**src/rtl/xadc_mon_pkg.sv**
```systemverilog
// Shared types and constants for the XADC PWM monitor.
// Holds the DRP bus widths, the default auxiliary-channel DRP addresses
// and the sequencer state encoding used by xadc_pwm_monitor.
package xadc_mon_pkg;

  localparam int DRP_ADDR_W = 7;
  localparam int DRP_DATA_W = 16;

  // Default auxiliary-channel DRP status register addresses
  localparam logic [DRP_ADDR_W-1:0] AUX_ADDR_CH0 = 7'h1E;
  localparam logic [DRP_ADDR_W-1:0] AUX_ADDR_CH1 = 7'h17;
  localparam logic [DRP_ADDR_W-1:0] AUX_ADDR_CH2 = 7'h1F;
  localparam logic [DRP_ADDR_W-1:0] AUX_ADDR_CH3 = 7'h16;

  // Packed address table, channel 0 in the least significant bits
  localparam logic [4*DRP_ADDR_W-1:0] DEFAULT_CH_ADDR =
    {AUX_ADDR_CH3, AUX_ADDR_CH2, AUX_ADDR_CH1, AUX_ADDR_CH0};

  typedef enum logic [1:0] {
    ST_IDLE,
    ST_REQ,
    ST_WAIT
  } mon_state_t;

endpackage

```
**src/rtl/xadc_pwm_monitor_pwm_gen.sv**
```systemverilog
// pwm_gen: one LED channel of the monitor.
// The duty value is only taken from the sample at counter zero so a new
// sample never changes the pulse width in the middle of a PWM period.
module pwm_gen
  import xadc_mon_pkg::*;
#(
  parameter int PWM_W = 8
) (
  input  logic             clk,
  input  logic             rst,
  input  logic [PWM_W-1:0] i_cnt,
  input  logic [PWM_W-1:0] i_sample,
  output logic             o_led
);

  logic [PWM_W-1:0] r_duty;

  // Latch the new duty at the start of each PWM period
  always_ff @(posedge clk) begin
    if (rst) begin
      r_duty <= '0;
    end else if (i_cnt == '0) begin
      r_duty <= i_sample;
    end
  end

  assign o_led = (i_cnt < r_duty);

endmodule

```
**src/rtl/xadc_pwm_monitor.sv**
```systemverilog
// xadc_pwm_monitor: sequences DRP reads of the XADC auxiliary channels on
// every end-of-conversion, keeps the top PWM_W bits of each result and
// drives one PWM LED per channel from the stored value.
// Optional feature: define XADC_MON_AVG_EN to average four samples per
// channel before a stored value (and sample_valid) is updated.
module xadc_pwm_monitor
  import xadc_mon_pkg::*;
#(
  parameter int NUM_CH  = 4,
  parameter int PWM_W   = 8,
  parameter int TIMEOUT = 255,
  parameter logic [DRP_ADDR_W*NUM_CH-1:0] CH_ADDR = DEFAULT_CH_ADDR
) (
  input  logic                    clk,
  input  logic                    rst,
  input  logic                    eoc,
  output logic                    drp_den,
  output logic                    drp_dwe,
  output logic [DRP_ADDR_W-1:0]   drp_daddr,
  output logic [DRP_DATA_W-1:0]   drp_di,
  input  logic [DRP_DATA_W-1:0]   drp_do,
  input  logic                    drp_drdy,
  output logic [NUM_CH-1:0]       led,
  output logic [NUM_CH*PWM_W-1:0] data,
  output logic                    sample_valid,
  output logic [3:0]              sample_ch,
  output logic                    err
);

  localparam int TMR_W = 10;
  localparam logic [TMR_W-1:0] TMR_LAST = TMR_W'(TIMEOUT - 1);
  localparam logic [3:0]       IDX_LAST = 4'(NUM_CH - 1);

  mon_state_t                r_state;
  logic [3:0]                r_idx;
  logic [TMR_W-1:0]          r_waitCnt;
  logic                      r_den;
  logic [DRP_ADDR_W-1:0]     r_daddr;
  logic [NUM_CH*PWM_W-1:0]   r_data;
  logic                      r_sampleValid;
  logic [3:0]                r_sampleCh;
  logic                      r_err;
  logic [PWM_W-1:0]          r_pwmCnt;

  logic [PWM_W-1:0]          w_sample;
  logic [3:0]                w_idxNext;
  logic                      w_unusedDoBits;

  assign w_sample       = drp_do[DRP_DATA_W-1 -: PWM_W];
  assign w_unusedDoBits = ^drp_do[DRP_DATA_W-PWM_W-1:0];
  assign w_idxNext      = (r_idx == IDX_LAST) ? 4'd0 : r_idx + 4'd1;

`ifdef XADC_MON_AVG_EN
  logic [NUM_CH*(PWM_W+2)-1:0] r_acc;
  logic [NUM_CH*2-1:0]         r_avgCnt;
  logic [PWM_W+1:0]            w_accCur;
  logic [PWM_W+1:0]            w_accSum;
  logic [1:0]                  w_avgCntCur;

  assign w_accCur    = r_acc[(PWM_W+2)*int'(r_idx) +: (PWM_W+2)];
  assign w_accSum    = w_accCur + {2'b00, w_sample};
  assign w_avgCntCur = r_avgCnt[2*int'(r_idx) +: 2];
`endif

  // Read sequencer: eoc -> one-cycle den -> wait for drdy or time out
  always_ff @(posedge clk) begin
    if (rst) begin
      r_state       <= ST_IDLE;
      r_idx         <= '0;
      r_waitCnt     <= '0;
      r_den         <= 1'b0;
      r_daddr       <= '0;
      r_data        <= '0;
      r_sampleValid <= 1'b0;
      r_sampleCh    <= '0;
      r_err         <= 1'b0;
`ifdef XADC_MON_AVG_EN
      r_acc         <= '0;
      r_avgCnt      <= '0;
`endif
    end else begin
      r_sampleValid <= 1'b0;
      case (r_state)
        ST_IDLE: begin
          if (eoc) begin
            r_den   <= 1'b1;
            r_daddr <= CH_ADDR[DRP_ADDR_W*int'(r_idx) +: DRP_ADDR_W];
            r_state <= ST_REQ;
          end
        end
        ST_REQ: begin
          r_den     <= 1'b0;
          r_waitCnt <= '0;
          r_state   <= ST_WAIT;
        end
        ST_WAIT: begin
          if (drp_drdy) begin
`ifdef XADC_MON_AVG_EN
            if (w_avgCntCur == 2'd3) begin
              r_data[PWM_W*int'(r_idx) +: PWM_W]          <= w_accSum[PWM_W+1:2];
              r_acc[(PWM_W+2)*int'(r_idx) +: (PWM_W+2)]   <= '0;
              r_sampleValid                               <= 1'b1;
              r_sampleCh                                  <= r_idx;
            end else begin
              r_acc[(PWM_W+2)*int'(r_idx) +: (PWM_W+2)]   <= w_accSum;
            end
            r_avgCnt[2*int'(r_idx) +: 2] <= w_avgCntCur + 2'd1;
`else
            r_data[PWM_W*int'(r_idx) +: PWM_W] <= w_sample;
            r_sampleValid                      <= 1'b1;
            r_sampleCh                         <= r_idx;
`endif
            r_idx   <= w_idxNext;
            r_state <= ST_IDLE;
          end else if (r_waitCnt == TMR_LAST) begin
            r_err   <= 1'b1;
            r_idx   <= w_idxNext;
            r_state <= ST_IDLE;
          end else begin
            r_waitCnt <= r_waitCnt + TMR_W'(1);
          end
        end
        default: begin
          r_den   <= 1'b0;
          r_state <= ST_IDLE;
        end
      endcase
    end
  end

  // Free-running PWM period counter shared by all LED channels
  always_ff @(posedge clk) begin
    if (rst) begin
      r_pwmCnt <= '0;
    end else begin
      r_pwmCnt <= r_pwmCnt + PWM_W'(1);
    end
  end

  genvar g;
  generate
    for (g = 0; g < NUM_CH; g++) begin : g_pwm
      pwm_gen #(
        .PWM_W(PWM_W)
      ) u_pwm (
        .clk      (clk),
        .rst      (rst),
        .i_cnt    (r_pwmCnt),
        .i_sample (r_data[g*PWM_W +: PWM_W]),
        .o_led    (led[g])
      );
    end
  endgenerate

  assign drp_den      = r_den;
  assign drp_dwe      = 1'b0;
  assign drp_daddr    = r_daddr;
  assign drp_di       = '0;
  assign data         = r_data;
  assign sample_valid = r_sampleValid;
  assign sample_ch    = r_sampleCh;
  assign err          = r_err;

endmodule
```
**config.mk**
```make
export PLATFORM = sky130hd
export DESIGN_NAME = xadc_pwm_monitor
export DESIGN_NICKNAME = d
export VERILOG_FILES = /design/src/rtl/xadc_mon_pkg.sv /design/src/rtl/xadc_pwm_monitor_pwm_gen.sv /design/src/rtl/xadc_pwm_monitor.sv
export SDC_FILE = /design/constraint.sdc
export NUM_CORES = 1
export LEC_CHECK = 0
export CAP_MARGIN = 25
export CORE_MARGIN = 4
export CORE_UTILIZATION = 53
export DETAILED_ROUTE_END_ITERATION = 8
export PLACE_DENSITY = 0.8
export SYNTH_ARGS = -nofsm -noshare
export SYNTH_HDL_FRONTEND = slang
export SYNTH_SLANG_ARGS = --single-unit
```
**constraint.sdc**
```tcl
create_clock -name clk -period 4 [get_ports clk]
set_input_delay 1.2 -clock clk [delete_from_list [all_inputs] [get_ports clk]]
set_output_delay 1.2 -clock clk [all_outputs]
set_load 0.05 [all_outputs]
```
==> impl_metrics.toml <==
[die]
row_count = 34
die_area_um2 = 10900
start_util_pct = 55.4
die_y_um = 104
boundaryPins = 87
die_x_um = 104
coreArea_um2 = 8850

[route]
detail_route.iter0.violations = 208
vias = 4284
drt_drc_violations_left = 0
wl_um = 11600
wl_per_cell_um = 15.4
dr.pass1.iters = 5
post_drt_via_cell_ratio = 5.71
drtAntennaViolNets = 0

[clock_network]
cts_made_buffers = 9
clock_tree.buffer_depth = 2
cts.clk_slew.worst_paths_ns = 0.10
cts_tree = "yes"
postCtsResizedCells = 0
cts_sinks = 98
cts_root_buffer = "clkbuf_8"
h-tree-depth = 3
postCtsSetupBuffers = 0
clk_latency_ns = 0.36
hold_buffers = 0

[yosys]
synth-main-ff-cell = "dfxtp_1"
yosys_warnings = 0
synth_area_per_cell_um2 = 8.14
post-synth-top-area-cell = "dfxtp_1"
synth_top_area_share_pct = 40.0
synth.area.top_cells = "dfxtp_1 (40%), ha_1 (8.9%), a21oi_1 (7.2%), nand2_1 (6.8%), buf_4 (3.8%)"
ys_seq_elements = 98
syn-instance-count = 602
synth_enable_flop_cells = 0
yosysSeqAreaShare_pct = 40.0
netlist_area_um2 = 4900
postSynth.asyncResetShare_pct = 0
ys_types = 44

[worst_setup_path]
r2r_start = "r_idx[0]$_SDFFE_PP0P_"
worstPathRequired_ns = 2.80
setup.worst_path.end_class = "output pin"
critPathSlowestCell = "clkdlybuf4s50_1"
cp-endpoint = "led[1]"
crit_fanout = 4
path_cells = "ha_1 > a21o_1 > a2111oi_0 > o21ai_1 > o21ai_0 > clkdlybuf4s50_1"
max_stage_delay_ns = 0.83
worstSetupStartpoint = "r_pwmCnt[4]$_SDFF_PP0_"
worstReg2RegEnd = "data[7]$_SDFFE_PP0P_"
critPathKind = "reg2out"
rr_worst_depth = 6
ff2ff_setup_slack_ns = 1.13
crit_arrival_ns = 2.66
startpoint_type = "register"

[global_route]
grt_pass1_vias = 3978
grt_antenna_before_repair = 0
grtUsageTotal_pct = 21.0
grt-ovfl-total = 0
grt_pass1_wl_um = 19000
grt_max_degree = 73

[timing]
finClkSkew_ns = 0.0107
tightest_slew_ns = 1.01
setup_tns_ns = 0
setup_slack_ns = 0.136
setup_viol_count_final = 0
whs_ns = 0.461
finalHoldViolations = 0
final.min_clock_period_ns = 3.86
finalCritPeriodShare_pct = 96.6
relSlewSlack_pct = 32.1
slew_viol_final = 0
rsz0062_at_grt = "false"
fmax_mhz = 259

[power_and_ir_drop]
p_int_mw = 1.42
p_sw_share_pct = 28.0
p_seq_share_pct = 50.8
power_density_nw_per_um2 = 347
ir_drop_mv = 0.208
p_clk_share_pct = 35.8
leakagePower_nw = 2.06
fin_total_pwr_mw = 1.97
combPwrFrac_pct = 13.4
p_switching_mw = 0.551

[cells_and_area]
antennaDiodeCount = 0
area_growth_pct = 15.8
final_net_count = 692
final_layout_size_suffix_gt1_share_pct = 3.89
layout_common_cells = "dfxtp_1 (98), nand2_1 (89), a21oi_1 (71)"
final_common_cell = "dfxtp_1"

[placed_design]
pre_cts_ws_ns = 0.418
dp_hpwl_um = 8430
io_buffers = 59
globalplace.congestion = 0.851

[run]
drv_cap = 0

[worst_hold_path]
worstHoldPathType = "reg2reg"

[outcome]
status = "complete, no violations"
## per-layer routing
layer  global-route usage, %  routed length [um]
met5                       0                   0
met4                    6.84                 231
met3                    4.35                 703
met2                    36.2                5640
met1                    26.3                5010
## state kept, by name, indices dropped and copies added, names as in the netlist
name,cells
drp_den,1
sample_ch,4
err,1
r_state,2
drp_daddr,3
r_waitCnt,10
data,32
g_pwm.u_pwm.r_duty,32
sample_valid,1
r_idx,4
r_pwmCnt,8
## Yosys cell counts (5+ instances only)
library cell  count
ha_1             35
nor3_1           11
o21ai_1          22
nor4_1            7
nand4_1          25
nand2b_1          9
inv_1            34
nand2_1          89
nand3_1          11
o21ai_0          18
buf_4            25
dfxtp_1          98
mux2i_1          12
o21a_1            6
or3_1             7
o2111ai_1         5
clkbuf_1         28
buf_1             6
a21oi_1          71
and3_1            7
nor2_1           24
## through the flow
stage / instance area [um2] / util, % / std cells
after global placement: 5400 / 61.0 / 732
after CTS: 5670 / 64.1 / 750
after detailed placement: 5450 / 61.6 / 734
after global routing: 5680 / 64.1 / 750
final: 5680 / 64.1 / 750
after floorplan: 4970 / - / 620
## power groups by stage
stage	Clock (mW)	Combinational (mW)	Sequential (mW)
after global placement	0	0.238	1.02
after floorplan	0	0.194	1.03
after detailed placement	0	0.263	1.02
after CTS	0.708	0.264	0.999
after global routing	0.750	0.283	1.00
final	0.705	0.265	0.999
## cell type report
class                           count  area (um2)
Fill cell                         768        3170
Multi-Input combinational cell    427        2550
Sequential cell                    98        1960
Timing Repair Buffer               66         681
Tap cell                          108         135
Inverter                           35         131
Clock buffer                       10         128
Clock inverter                      6        88.8
## cells by family after synthesis
logic type | count (synthesis) | synth area share (%)
XOR/XNOR | 8 | 1.43
flip-flops | 98 | 40.0
multiplexers | 12 | 2.45
other | 1 | 0.0765
adder cells (fa/ha/maj) | 35 | 8.93
AND/OR/NAND/NOR | 211 | 21.2
buffers and inverters | 95 | 9.34
AO/OA/AOI/OAI | 142 | 16.5
## worst max-delay path: cells and delay by family, from the launching register on
| kind | cells | cell delay [ns] |
|---|---|---|
| AO/OA/AOI/OAI | 4 | 0.75 |
| adder cells (fa/ha/maj) | 1 | 0.28 |
| buffers and inverters | 1 | 0.83 |
| flip-flops | 1 | 0.45 |
## worst min path at each step
stage,slack [ns],endpoint,startpoint,cells after the start
after global routing,0.48,sample_ch[0]$_SDFFE_PP0P_,sample_ch[0]$_SDFFE_PP0P_,2
final,0.46,g_pwm[0].u_pwm.r_duty[1]$_SDFFE_PP0N_,g_pwm[0].u_pwm.r_duty[1]$_SDFFE_PP0N_,2
after detailed placement,0.45,g_pwm[1].u_pwm.r_duty[1]$_SDFFE_PP0N_,g_pwm[1].u_pwm.r_duty[1]$_SDFFE_PP0N_,2
after global placement,0.44,g_pwm[2].u_pwm.r_duty[0]$_SDFFE_PP0N_,g_pwm[2].u_pwm.r_duty[0]$_SDFFE_PP0N_,2
after floorplan,0.44,g_pwm[0].u_pwm.r_duty[1]$_SDFFE_PP0N_,g_pwm[0].u_pwm.r_duty[1]$_SDFFE_PP0N_,2
after CTS,0.46,g_pwm[1].u_pwm.r_duty[1]$_SDFFE_PP0N_,g_pwm[1].u_pwm.r_duty[1]$_SDFFE_PP0N_,2
No activity file was read; power rests on OpenSTA's default activity.
